<file path="config.mk">
export PLATFORM = sky130hd
export DESIGN_NAME = ram_wr_arb_flat
export DESIGN_NICKNAME = d
export VERILOG_FILES = /design/src/rtl/ram_wr_arb_pkg.sv /design/src/rtl/ram_wr_arb_if.sv /design/src/rtl/ram_wr_arb_rr.sv /design/src/rtl/ram_wr_arb.sv /design/src/flat_wrapper.sv
export SDC_FILE = /design/constraint.sdc
export NUM_CORES = 1
export LEC_CHECK = 0
export CAP_MARGIN = 20
export CORE_MARGIN = 1
export CORE_UTILIZATION = 45
export DETAILED_ROUTE_END_ITERATION = 6
export PLACE_DENSITY = 0.95
export SETUP_SLACK_MARGIN = 0.5
export SYNTH_ARGS = -nofsm -noshare
export SYNTH_HDL_FRONTEND = slang
export SYNTH_SLANG_ARGS = --single-unit
</file>
<file path="constraint.sdc">
create_clock -name clk -period 9.09 [get_ports clk]
set_input_delay 0.909 -clock clk [delete_from_list [all_inputs] [get_ports clk]]
set_output_delay 0.909 -clock clk [all_outputs]
set_load 0.1 [all_outputs]
</file>
<file path="src/rtl/ram_wr_arb_pkg.sv">
// Shared definitions for the BIO RAM write arbiter: default widths, the
// requester index type and the rotating-priority search helper.
// Optional build macro: RAM_WR_ARB_HOST_PRIO_EN (host has absolute priority).
package ram_wr_arb_pkg;

  localparam int NUM_REQ_DEF = 5;
  localparam int ADDR_W_DEF  = 10;
  localparam int DATA_W_DEF  = 32;
  localparam int MASK_W_DEF  = 4;
  localparam int CNT_W_DEF   = 16;

  // The host bus is always the highest requester index.
  localparam int HOST_IDX = NUM_REQ_DEF - 1;

  // Upper bound on requesters the search helper can scan.
  localparam int RR_MAX = 32;

  typedef logic [$clog2(NUM_REQ_DEF)-1:0] req_idx_t;

  // Rotating priority search: scan ptr, ptr+1, ... modulo n and return the
  // first index whose valid bit is set, or -1 when nobody is requesting.
  function automatic int rr_search(input logic [RR_MAX-1:0] valid,
                                   input int unsigned n,
                                   input int unsigned ptr);
    int          sel;
    int unsigned j;
    sel = -1;
    for (int unsigned i = 0; i < RR_MAX; i++) begin
      if (i < n) begin
        j = ptr + i;
        if (j >= n) begin
          j = j - n;
        end else begin
          j = j;
        end
        if ((sel < 0) && valid[j[4:0]]) begin
          sel = int'(j);
        end else begin
          sel = sel;
        end
      end else begin
        sel = sel;
      end
    end
    return sel;
  endfunction

endpackage

</file>
<file path="src/rtl/ram_wr_arb_if.sv">
// Requester-side handshake bundle plus the registered RAM write port.
// slave = the arbiter, master = requesters / RAM side.
interface ram_wr_arb_if
  import ram_wr_arb_pkg::*;
#(
  parameter int NUM_REQ = NUM_REQ_DEF,
  parameter int ADDR_W  = ADDR_W_DEF,
  parameter int DATA_W  = DATA_W_DEF,
  parameter int MASK_W  = MASK_W_DEF
) ();

  localparam int IW = $clog2(NUM_REQ);

  logic [NUM_REQ-1:0]        req_valid;
  logic [NUM_REQ-1:0]        req_ready;
  logic [NUM_REQ*ADDR_W-1:0] req_addr;
  logic [NUM_REQ*DATA_W-1:0] req_data;
  logic [NUM_REQ*MASK_W-1:0] req_mask;

  logic                      wr_en;
  logic [ADDR_W-1:0]         wr_addr;
  logic [DATA_W-1:0]         wr_data;
  logic [MASK_W-1:0]         wr_mask;
  logic [IW-1:0]             wr_id;

  modport slave (
    input  req_valid, req_addr, req_data, req_mask,
    output req_ready, wr_en, wr_addr, wr_data, wr_mask, wr_id
  );

  modport master (
    output req_valid, req_addr, req_data, req_mask,
    input  req_ready, wr_en, wr_addr, wr_data, wr_mask, wr_id
  );

endinterface

</file>
<file path="src/rtl/ram_wr_arb_rr.sv">
// Round-robin grant for N requesters: combinational one-hot grant plus a
// registered rotation pointer. Under RAM_WR_ARB_HOST_PRIO_EN the top index
// (host) wins outright and the remaining N-1 cores rotate among themselves;
// host grants leave the pointer alone.
module rr_arbiter
  import ram_wr_arb_pkg::*;
#(
  parameter int N  = NUM_REQ_DEF,
  parameter int IW = $clog2(N)
) (
  input  logic          clk,
  input  logic          reset,
  input  logic [N-1:0]  i_valid,
  output logic [N-1:0]  o_gnt,
  output logic          o_gnt_vld,
  output logic [IW-1:0] o_gnt_idx
);

`ifdef RAM_WR_ARB_HOST_PRIO_EN
  localparam int RRN = N - 1;
`else
  localparam int RRN = N;
`endif

  logic [IW-1:0]     r_ptr;
  logic [IW-1:0]     w_ptr_nxt;
  logic [RR_MAX-1:0] w_vec;
  logic              w_host;
  int                w_sel;

  // Pick the winner; nothing is granted while reset is high
  always_comb begin
    w_vec          = '0;
    w_vec[N-1:0]   = i_valid;
`ifdef RAM_WR_ARB_HOST_PRIO_EN
    w_host         = i_valid[N-1];
    w_vec[N-1]     = 1'b0;
`else
    w_host         = 1'b0;
`endif
    w_sel          = rr_search(w_vec, RRN, int'(r_ptr));
    o_gnt          = '0;
    o_gnt_vld      = 1'b0;
    o_gnt_idx      = '0;
    if (reset) begin
      o_gnt_vld    = 1'b0;
    end else if (w_host) begin
      o_gnt[N-1]   = 1'b1;
      o_gnt_vld    = 1'b1;
      o_gnt_idx    = IW'(N - 1);
    end else if (w_sel >= 0) begin
      o_gnt_idx    = IW'(w_sel);
      o_gnt[o_gnt_idx] = 1'b1;
      o_gnt_vld    = 1'b1;
    end else begin
      o_gnt_vld    = 1'b0;
    end
  end

  // Next pointer is one past the granted core, wrapping within the ring
  always_comb begin
    if (o_gnt_idx == IW'(RRN - 1)) begin
      w_ptr_nxt = '0;
    end else begin
      w_ptr_nxt = o_gnt_idx + IW'(1);
    end
  end

  // Advance the rotation only on a round-robin (non-host) grant
  always_ff @(posedge clk or posedge reset) begin
    if (reset) begin
      r_ptr <= '0;
    end else if (o_gnt_vld && !w_host) begin
      r_ptr <= w_ptr_nxt;
    end
  end

endmodule

</file>
<file path="src/rtl/ram_wr_arb.sv">
// Write arbiter in front of the shared 1W/4R BIO RAM. Grants one requester
// per cycle, registers the winning beat onto the RAM write port and keeps a
// saturating count of contended cycles. wr_addr doubles as the in-flight
// address for read-side collision detection.
// Optional build macro: RAM_WR_ARB_HOST_PRIO_EN (see rr_arbiter).
module ram_wr_arb
  import ram_wr_arb_pkg::*;
#(
  parameter int NUM_REQ = NUM_REQ_DEF,
  parameter int ADDR_W  = ADDR_W_DEF,
  parameter int DATA_W  = DATA_W_DEF,
  parameter int MASK_W  = MASK_W_DEF,
  parameter int CNT_W   = CNT_W_DEF
) (
  input  logic              clk,
  input  logic              reset,
  ram_wr_arb_if.slave       bus,
  input  logic              contention_clr,
  output logic [CNT_W-1:0]  contention_cnt
);

  localparam int IW = $clog2(NUM_REQ);

  logic [NUM_REQ-1:0] w_gnt;
  logic               w_gnt_vld;
  logic [IW-1:0]      w_gnt_idx;
  logic [ADDR_W-1:0]  w_addr;
  logic [DATA_W-1:0]  w_data;
  logic [MASK_W-1:0]  w_mask;
  logic               w_multi;

  logic               r_wr_en;
  logic [ADDR_W-1:0]  r_wr_addr;
  logic [DATA_W-1:0]  r_wr_data;
  logic [MASK_W-1:0]  r_wr_mask;
  logic [IW-1:0]      r_wr_id;
  logic [CNT_W-1:0]   r_cnt;

  rr_arbiter #(.N(NUM_REQ), .IW(IW)) u_rr (
    .clk       (clk),
    .reset     (reset),
    .i_valid   (bus.req_valid),
    .o_gnt     (w_gnt),
    .o_gnt_vld (w_gnt_vld),
    .o_gnt_idx (w_gnt_idx)
  );

  assign bus.req_ready = w_gnt;

  // Select the granted requester's payload
  always_comb begin
    w_addr = bus.req_addr[w_gnt_idx*ADDR_W +: ADDR_W];
    w_data = bus.req_data[w_gnt_idx*DATA_W +: DATA_W];
    w_mask = bus.req_mask[w_gnt_idx*MASK_W +: MASK_W];
  end

  // Two or more valid bits: clearing the lowest set bit leaves something
  assign w_multi = |(bus.req_valid & (bus.req_valid - NUM_REQ'(1)));

  // Output beat register; payload holds on idle cycles to avoid toggling
  always_ff @(posedge clk or posedge reset) begin
    if (reset) begin
      r_wr_en   <= 1'b0;
      r_wr_addr <= '0;
      r_wr_data <= '0;
      r_wr_mask <= '0;
      r_wr_id   <= '0;
    end else begin
      r_wr_en <= w_gnt_vld;
      if (w_gnt_vld) begin
        r_wr_addr <= w_addr;
        r_wr_data <= w_data;
        r_wr_mask <= w_mask;
        r_wr_id   <= w_gnt_idx;
      end
    end
  end

  // Saturating contention counter; clear beats increment
  always_ff @(posedge clk or posedge reset) begin
    if (reset) begin
      r_cnt <= '0;
    end else if (contention_clr) begin
      r_cnt <= '0;
    end else if (w_multi && (r_cnt != '1)) begin
      r_cnt <= r_cnt + CNT_W'(1);
    end
  end

  assign bus.wr_en      = r_wr_en;
  assign bus.wr_addr    = r_wr_addr;
  assign bus.wr_data    = r_wr_data;
  assign bus.wr_mask    = r_wr_mask;
  assign bus.wr_id      = r_wr_id;
  assign contention_cnt = r_cnt;

endmodule
</file>
<file path="src/flat_wrapper.sv">
// flat-port wrapper written by rule: the top's interface ports become plain ports
module ram_wr_arb_flat import ram_wr_arb_pkg::*;
#(
  parameter int NUM_REQ = NUM_REQ_DEF,
  parameter int ADDR_W  = ADDR_W_DEF,
  parameter int DATA_W  = DATA_W_DEF,
  parameter int MASK_W  = MASK_W_DEF,
  parameter int CNT_W   = CNT_W_DEF
)
  (clk, reset, contention_clr, contention_cnt, bus_req_valid, bus_req_addr, bus_req_data, bus_req_mask, bus_req_ready, bus_wr_en, bus_wr_addr, bus_wr_data, bus_wr_mask, bus_wr_id);
  ram_wr_arb_if #(.NUM_REQ(NUM_REQ), .ADDR_W(ADDR_W), .DATA_W(DATA_W), .MASK_W(MASK_W)) bus_i ();
  input  logic clk;
  input  logic reset;
  input  logic contention_clr;
  output logic [CNT_W-1:0] contention_cnt;
  input wire logic [$bits(bus_i.req_valid)-1:0] bus_req_valid;
  input wire logic [$bits(bus_i.req_addr)-1:0] bus_req_addr;
  input wire logic [$bits(bus_i.req_data)-1:0] bus_req_data;
  input wire logic [$bits(bus_i.req_mask)-1:0] bus_req_mask;
  output wire logic [$bits(bus_i.req_ready)-1:0] bus_req_ready;
  output wire logic [$bits(bus_i.wr_en)-1:0] bus_wr_en;
  output wire logic [$bits(bus_i.wr_addr)-1:0] bus_wr_addr;
  output wire logic [$bits(bus_i.wr_data)-1:0] bus_wr_data;
  output wire logic [$bits(bus_i.wr_mask)-1:0] bus_wr_mask;
  output wire logic [$bits(bus_i.wr_id)-1:0] bus_wr_id;
  assign bus_i.req_valid = bus_req_valid;
  assign bus_i.req_addr = bus_req_addr;
  assign bus_i.req_data = bus_req_data;
  assign bus_i.req_mask = bus_req_mask;
  assign bus_req_ready = bus_i.req_ready;
  assign bus_wr_en = bus_i.wr_en;
  assign bus_wr_addr = bus_i.wr_addr;
  assign bus_wr_data = bus_i.wr_data;
  assign bus_wr_mask = bus_i.wr_mask;
  assign bus_wr_id = bus_i.wr_id;
  ram_wr_arb #(.NUM_REQ(NUM_REQ), .ADDR_W(ADDR_W), .DATA_W(DATA_W), .MASK_W(MASK_W), .CNT_W(CNT_W)) u_core (.clk(clk), .reset(reset), .bus(bus_i), .contention_clr(contention_clr), .contention_cnt(contention_cnt));
endmodule
</file>
==> results of run 1 <==
[worst paths after layout]
| path | from | end | slack, ps | cells past startpoint |
|---|---|---|---|---|
| max in group asynchronous | reset | u_core.contention_cnt[4] | 7120 | 3 |
| setup reg to reg | u_core.u_rr.r_ptr[1] | u_core.bus.wr_data[31] | 3460 | 12 |
| hold / removal | u_core.bus.wr_id[2] | u_core.bus.wr_id[2] | 480 | 1 |
| min in group asynchronous | reset | u_core.bus.wr_data[26] | 1350 | 3 |
| hold reg to reg | u_core.bus.wr_id[2] | u_core.bus.wr_id[2] | 480 | 1 |
| setup / recovery | u_core.u_rr.r_ptr[1] | bus_req_ready[2] | 1880 | 12 |
[layer usage]
metal | global-route usage (%) | wire, um
met1 | 38.7 | 9340
met5 | 0 | 0
met4 | 21.0 | 1320
met2 | 58.8 | 12700
met3 | 8.82 | 2240
[cells in the final DEF (no fill, tap or decap), types with 4 or more instances in the layout]
cell type	instances
nand2b_1	4
a22oi_2	20
nand2_1	26
ha_1	17
nand3_1	7
xnor2_1	6
a211oi_2	20
nor3_1	6
nor2b_1	5
a21boi_1	38
a21o_1	4
o31ai_2	25
o21ai_0	19
buf_4	11
clkbuf_16	9
mux2i_1	12
o31ai_1	23
a21oi_1	18
nor2_1	28
and3_1	51
nand4_1	8
a21boi_0	6
or3_1	7
a211oi_1	77
clkdlybuf4s50_1	308
xor2_1	7
a31oi_1	5
a22oi_1	26
inv_1	16
dfrtp_1	69
[cell type report]
class,instances,area [um^2]
well taps,176,220
clock buffers,10,239
fillers,1027,3860
repair buffers,319,3170
multi-input cells,526,4150
clock inverters,5,75.1
flip-flops and latches,69,1730
inverters,18,67.6
[flip-flops by register name, indices dropped and copies added, names as in the netlist]
signal,count
u_core.bus.wr_addr,10
u_core.bus.wr_data,32
u_core.bus.wr_en,1
u_core.bus.wr_id,3
u_core.bus.wr_mask,4
u_core.contention_cnt,16
u_core.u_rr.r_ptr,3
[cells by family after synthesis]
| group | count (synthesis) | share of synthesized area, % |
|---|---|---|
| and+or+nand+nor | 161 | 14.1 |
| muxes | 17 | 3.14 |
| AOI/OAI and AO/OA | 315 | 42.1 |
| buffers and inverters | 85 | 7.47 |
| adders and majority gates | 19 | 3.83 |
| DFF | 69 | 27.3 |
| xor gates and xnor gates | 14 | 2.06 |
[synth_stat cells, drive strengths merged (3+ instances only)]
| cell type | instances |
|---|---|
| or3 | 7 |
| and3 | 52 |
| xnor2 | 6 |
| buf | 54 |
| a21oi | 19 |
| xor2 | 8 |
| inv | 17 |
| nor2 | 28 |
| ha | 17 |
| o2bb2ai | 3 |
| a211oi | 97 |
| dfrtp | 69 |
| o31ai | 49 |
| clkbuf | 13 |
| nor3 | 6 |
| nand4 | 8 |
| o211ai | 3 |
| nand2 | 28 |
| nand2b | 4 |
| o21ai | 20 |
| o21a | 3 |
| a31oi | 6 |
| a21o | 4 |
| o221ai | 3 |
| nor2b | 5 |
| a22oi | 46 |
| mux2i | 12 |
| nand3 | 8 |
| a21boi | 46 |
| mux2 | 3 |
[worst max-delay path, cell delays in order, from the launching register on]
cell             delay (ps)
dfrtp_1                 750
inv_1                   320
ha_1                    720
mux4_2                  590
o2bb2ai_1               180
a32oi_4                 310
nor2_1                   90
a31oi_1                 150
o21a_2                  680
and2_2                  470
buf_4                   500
nor3_1                  110
clkdlybuf4s50_1        1000
[through the flow]
| stage | hold WS (ps) | setup slack (ps) | std cells | cell area [um^2] |
|---|---|---|---|---|
| 2_1_floorplan | 829 | 2730 | 680 | 6330 |
| 3_3_place_gp | 459 | 2530 | 1108 | 9330 |
| 3_5_place_dp | 467 | 2390 | 1108 | 9330 |
| 4_1_cts | 480 | 1980 | 1123 | 9640 |
| 5_1_grt | 496 | 1590 | 1123 | 9640 |
| 6_report | 476 | 1880 | 1123 | 9640 |
==> out/qor.yml, run 1 <==
timing:
  slew_headroom_pct: 25.6
  drv_slew: 0
  min_period_over_period_pct: 79.3
  maxClockFrequency_mhz: 139
  tns_ps: 0
  final-hold-violation-count: 0
  finalSetupViolCount: 0
  rsz0062_at_grt: "false"
  finClkSkew_ps: 6.60
  tightest_slew_ps: 1110
  fin_crit_ps: 7210
clock_tree:
  clkSinkCount: 69
  worst_setup_hold_path_clk_slew_ps: 60
  cts_tree: "done"
  htreeDepth: 3
  clk_path_buf_depth: 2
  cts_root_buffer: "clkbuf_16"
  cts_setup_buffers: 0
  ctsResizeCount: 0
  numCtsBuffers: 9
  clk_latency_ps: 350
  cts-hold-fix-buffers: 0
synthesis:
  ys_warn_count: 0
  synth-seq-cells: 69
  synth-edff-count: 0
  ys.flop_type: "dfrtp_1"
  synth_area_leaders: "dfrtp_1 27%, a211oi_1 9.1%, and3_1 5.1%"
  postSynthCellCount: 680
  synth-async-reset-ratio_pct: 100
  synth_top_area_share_pct: 27.3
  synth_nets: 936
  syn_avg_cell_area_um2: 9.31
  yosysTopAreaCell: "dfrtp_1"
  yosysSeqAreaShare_pct: 27.3
  ys_types: 74
  syn_area_um2: 6330
cells_and_area:
  fin_util_pct: 71.4
  drive_gt1_share_pct: 12.2
  diodes: 0
  area_growth_pct: 52.4
  final_nets: 1199
global_route:
  grt_max_degree: 70
  grt-ovfl-total: 0
  antenna_found_initial: 0
  track_usage_pct: 34.6
  grt_pass1_wl_mm: 38.5
  grt_pass1_vias: 6928
route:
  detail-route-antenna-nets: 0
  vias_per_cell: 6.39
  dr.pass1.iters: 5
  drc: 0
  routed_wl_mm: 25.6
  drtIter0Drc: 724
  num_vias: 7174
  avgRoutedWirePerCell_um: 22.8
critical_path:
  crit_path_end_kind: "primary output"
  cp_max_fo: 45
  start_kind: "flip-flop"
  criticalPathCategory: "flip-flop to primary output"
  cp_data_required_time_ps: 8180
  arrival_ps: 6300
place:
  gp_congestion: 0.932
  dp_hpwl_mm: 18.6
  port_buffers: 308
die:
  die_w_um: 121
  die_h_um: 121
  die_area_um2: 14500
  ios: 309
  num_rows: 42
  initial_core_util_pct: 46.9
  core_area_um2: 13500
min_path:
  hold_path_class: "flip-flop to flip-flop"
run_status:
  status: "finished clean"
flow_run:
  drv_cap: 0
Power of run 1 is not shown: default switching activity piles up to over one toggle a cycle in this logic, so the estimate is an artifact.
==> run 2, diff against run 1 <==
- CORE_ASPECT_RATIO: not set -> 1.4
- CORE_UTILIZATION: 45 -> 42
- PLACE_DENSITY: 0.95 -> 0.94
- clock period: 9.09 -> 7.2 ns (I/O delays scaled with it)
==> out/qor.yml, run 2 (synthesis results as in run 1) <==
cells_and_area:
  mostFrequentLayoutCell: "clkdlybuf4s50_1"
  largest_reg_flops: 32  # unchanged
  drive_gt1_share_pct: 13.2  # +0.99 points
  final.fill_count: 1151  # +12%
  final_nets: 1203  # +0.33%
  most-common-layout-cells: "303 x clkdlybuf4s50_1, 77 x a211oi_1, 69 x dfrtp_1"
  area_growth_pct: 52.9
critical_path:
  r2r_end: "u_core.bus.wr_data[5]"
  cp_max_fo: 56  # +24%
  crit_path_end_kind: "primary output"
  criticalPathCategory: "flip-flop to primary output"
  start_kind: "flip-flop"
  r2r_start: "u_core.u_rr.r_ptr[1]"
  r2r_cells: 12  # unchanged
  regToRegSetupSlack_ps: 2050  # -1410 ps
  cp_data_required_time_ps: 6480  # -1700 ps
  arrival_ps: 4950  # -1350 ps
timing:
  min_period_over_period_pct: 78.8
  slew_headroom_pct: 25.4  # -0.23 points
  finClkSkew_ps: 7.62  # +1.02 ps
  drv_slew: 0  # unchanged
  maxClockFrequency_mhz: 176
  finalSetupViolCount: 0  # unchanged
  tightest_slew_ps: 1120  # +3.37 ps
  final-hold-violation-count: 0  # unchanged
  rsz0062_at_grt: "false"
  fin_crit_ps: 5670
  tns_ps: 0  # unchanged
die:
  die_h_um: 147  # +22%
  num_rows: 52  # +24%
  initial_core_util_pct: 43.4  # -3.4 points
  die_area_um2: 15600  # +7.1%
  core_area_um2: 14600  # +7.9%
  die_w_um: 106  # -12%
  ios: 309  # unchanged
min_path:
  hold_depth: 1  # unchanged
  whs_endpoint: "u_core.bus.wr_id[2]"
  hold_path_class: "flip-flop to flip-flop"
  min_from: "u_core.bus.wr_id[2]"
clock_tree:
  cts-hold-fix-buffers: 0  # unchanged
  cts_tree: "done"
  clkSinkCount: 69  # unchanged
  cts_setup_buffers: 0  # unchanged
  htreeDepth: 3  # unchanged
  numCtsBuffers: 9  # unchanged
  clk_path_buf_depth: 2  # unchanged
  worst_setup_hold_path_clk_slew_ps: 60  # about the same
  clk_latency_ps: 330  # -20 ps
  ctsResizeCount: 0  # unchanged
  cts_root_buffer: "clkbuf_16"
place:
  gp_congestion: 1.00  # +7.3%
  dp_hpwl_mm: 18.9  # +2.0%
  port_buffers: 308  # unchanged
route:
  detail-route-antenna-nets: 0  # unchanged
  routed_wl_mm: 25.1  # -2.0%
  drc: 0  # unchanged
  dr.pass1.iters: 6  # +1
  avgRoutedWirePerCell_um: 22.0  # -3.6%
  drtIter0Drc: 477  # -34%
  vias_per_cell: 6.15  # -3.8%
  num_vias: 7020  # -2.1%
global_route:
  grt_pass1_wl_mm: 38.5  # -0.11%
  grt-ovfl-total: 0  # unchanged
  track_usage_pct: 31.8  # -2.8 points
  antenna_found_initial: 1  # +1
  grt_pass1_vias: 7034  # +1.5%
  grt_max_degree: 71  # +1.4%
flow_run:
  drv_cap: 0  # unchanged
run_status:
  status: "finished clean"
## run 2: cell types whose count changed in the layout (fill, tap and decap cells not counted)
| cell | change |
|---|---|
| buf_4 | +8 |
| clkdlybuf4s50_1 | -5 |
| clkinv_4 | +2 |
| buf_12 | +1 |
| bufinv_16 | -1 |
| clkbuf_8 | -1 |
| clkinv_2 | -1 |
| clkinvlp_4 | +1 |
| diode_2 | +1 |
| inv_6 | +1 |
## run 2: cell type report
type,count,area [um^2],share of cell area [%]
multi-input cells,526,4150,42.9
repair buffers,323,3200,33.0
clock inverters,7,73.8,0.763
diodes,1,2.50,0.0259
well taps,189,236,2.44
inverters,18,67.6,0.698
flip-flops and latches,69,1730,17.8
clock buffers,9,225,2.33
## run 2: routing by layer
layer / track usage, % / share of wire (%) / up-vias
met5: 0 / 0 / -
met3: 6.21 / 6.9 / 84
li1: - / - / 3198
met1: 38.0 / 38 / 3371
met4: 17.5 / 5.4 / 0
met2: 53.2 / 50 / 367
## run 2: worst max path at each step
stage	end	slack, ps	start
floorplan	bus_req_ready[2]	1030	u_core.u_rr.r_ptr[0]
global placement	bus_req_ready[0]	2090	u_core.u_rr.r_ptr[1]
detailed placement	bus_req_ready[1]	1910	u_core.u_rr.r_ptr[1]
CTS	bus_req_ready[1]	1550	u_core.u_rr.r_ptr[1]
global route	bus_req_ready[0]	1280	u_core.u_rr.r_ptr[1]
finish	bus_req_ready[0]	1530	u_core.u_rr.r_ptr[1]
## run 2: through the flow
stage / util (%) / hold slack, ps / instance area (um^2) / setup slack, ps / instances
after CTS: 66.3 / 489 / 9660 / 1550 / 1140
after detailed placement: 64.2 / 475 / 9360 / 1910 / 1124
final: 66.4 / 491 / 9680 / 1530 / 1142
after global placement: 64.2 / 459 / 9360 / 2090 / 1124
after floorplan: - / 829 / 6330 / 1030 / 680
after global routing: 66.4 / 503 / 9680 / 1280 / 1142
## run 2: worst max-delay path, cell delays in order (launching register included)
cell and delay [ps]:
dfrtp_1 740, inv_1 340, ha_1 670, mux4_2 590, o2bb2ai_1 170, a32oi_4 330, o2111a_2 370, a31o_2 190
buf_4 590, nor2_1 150, and3_1 240, buf_4 230
Power of run 2 is left out for the same reason.
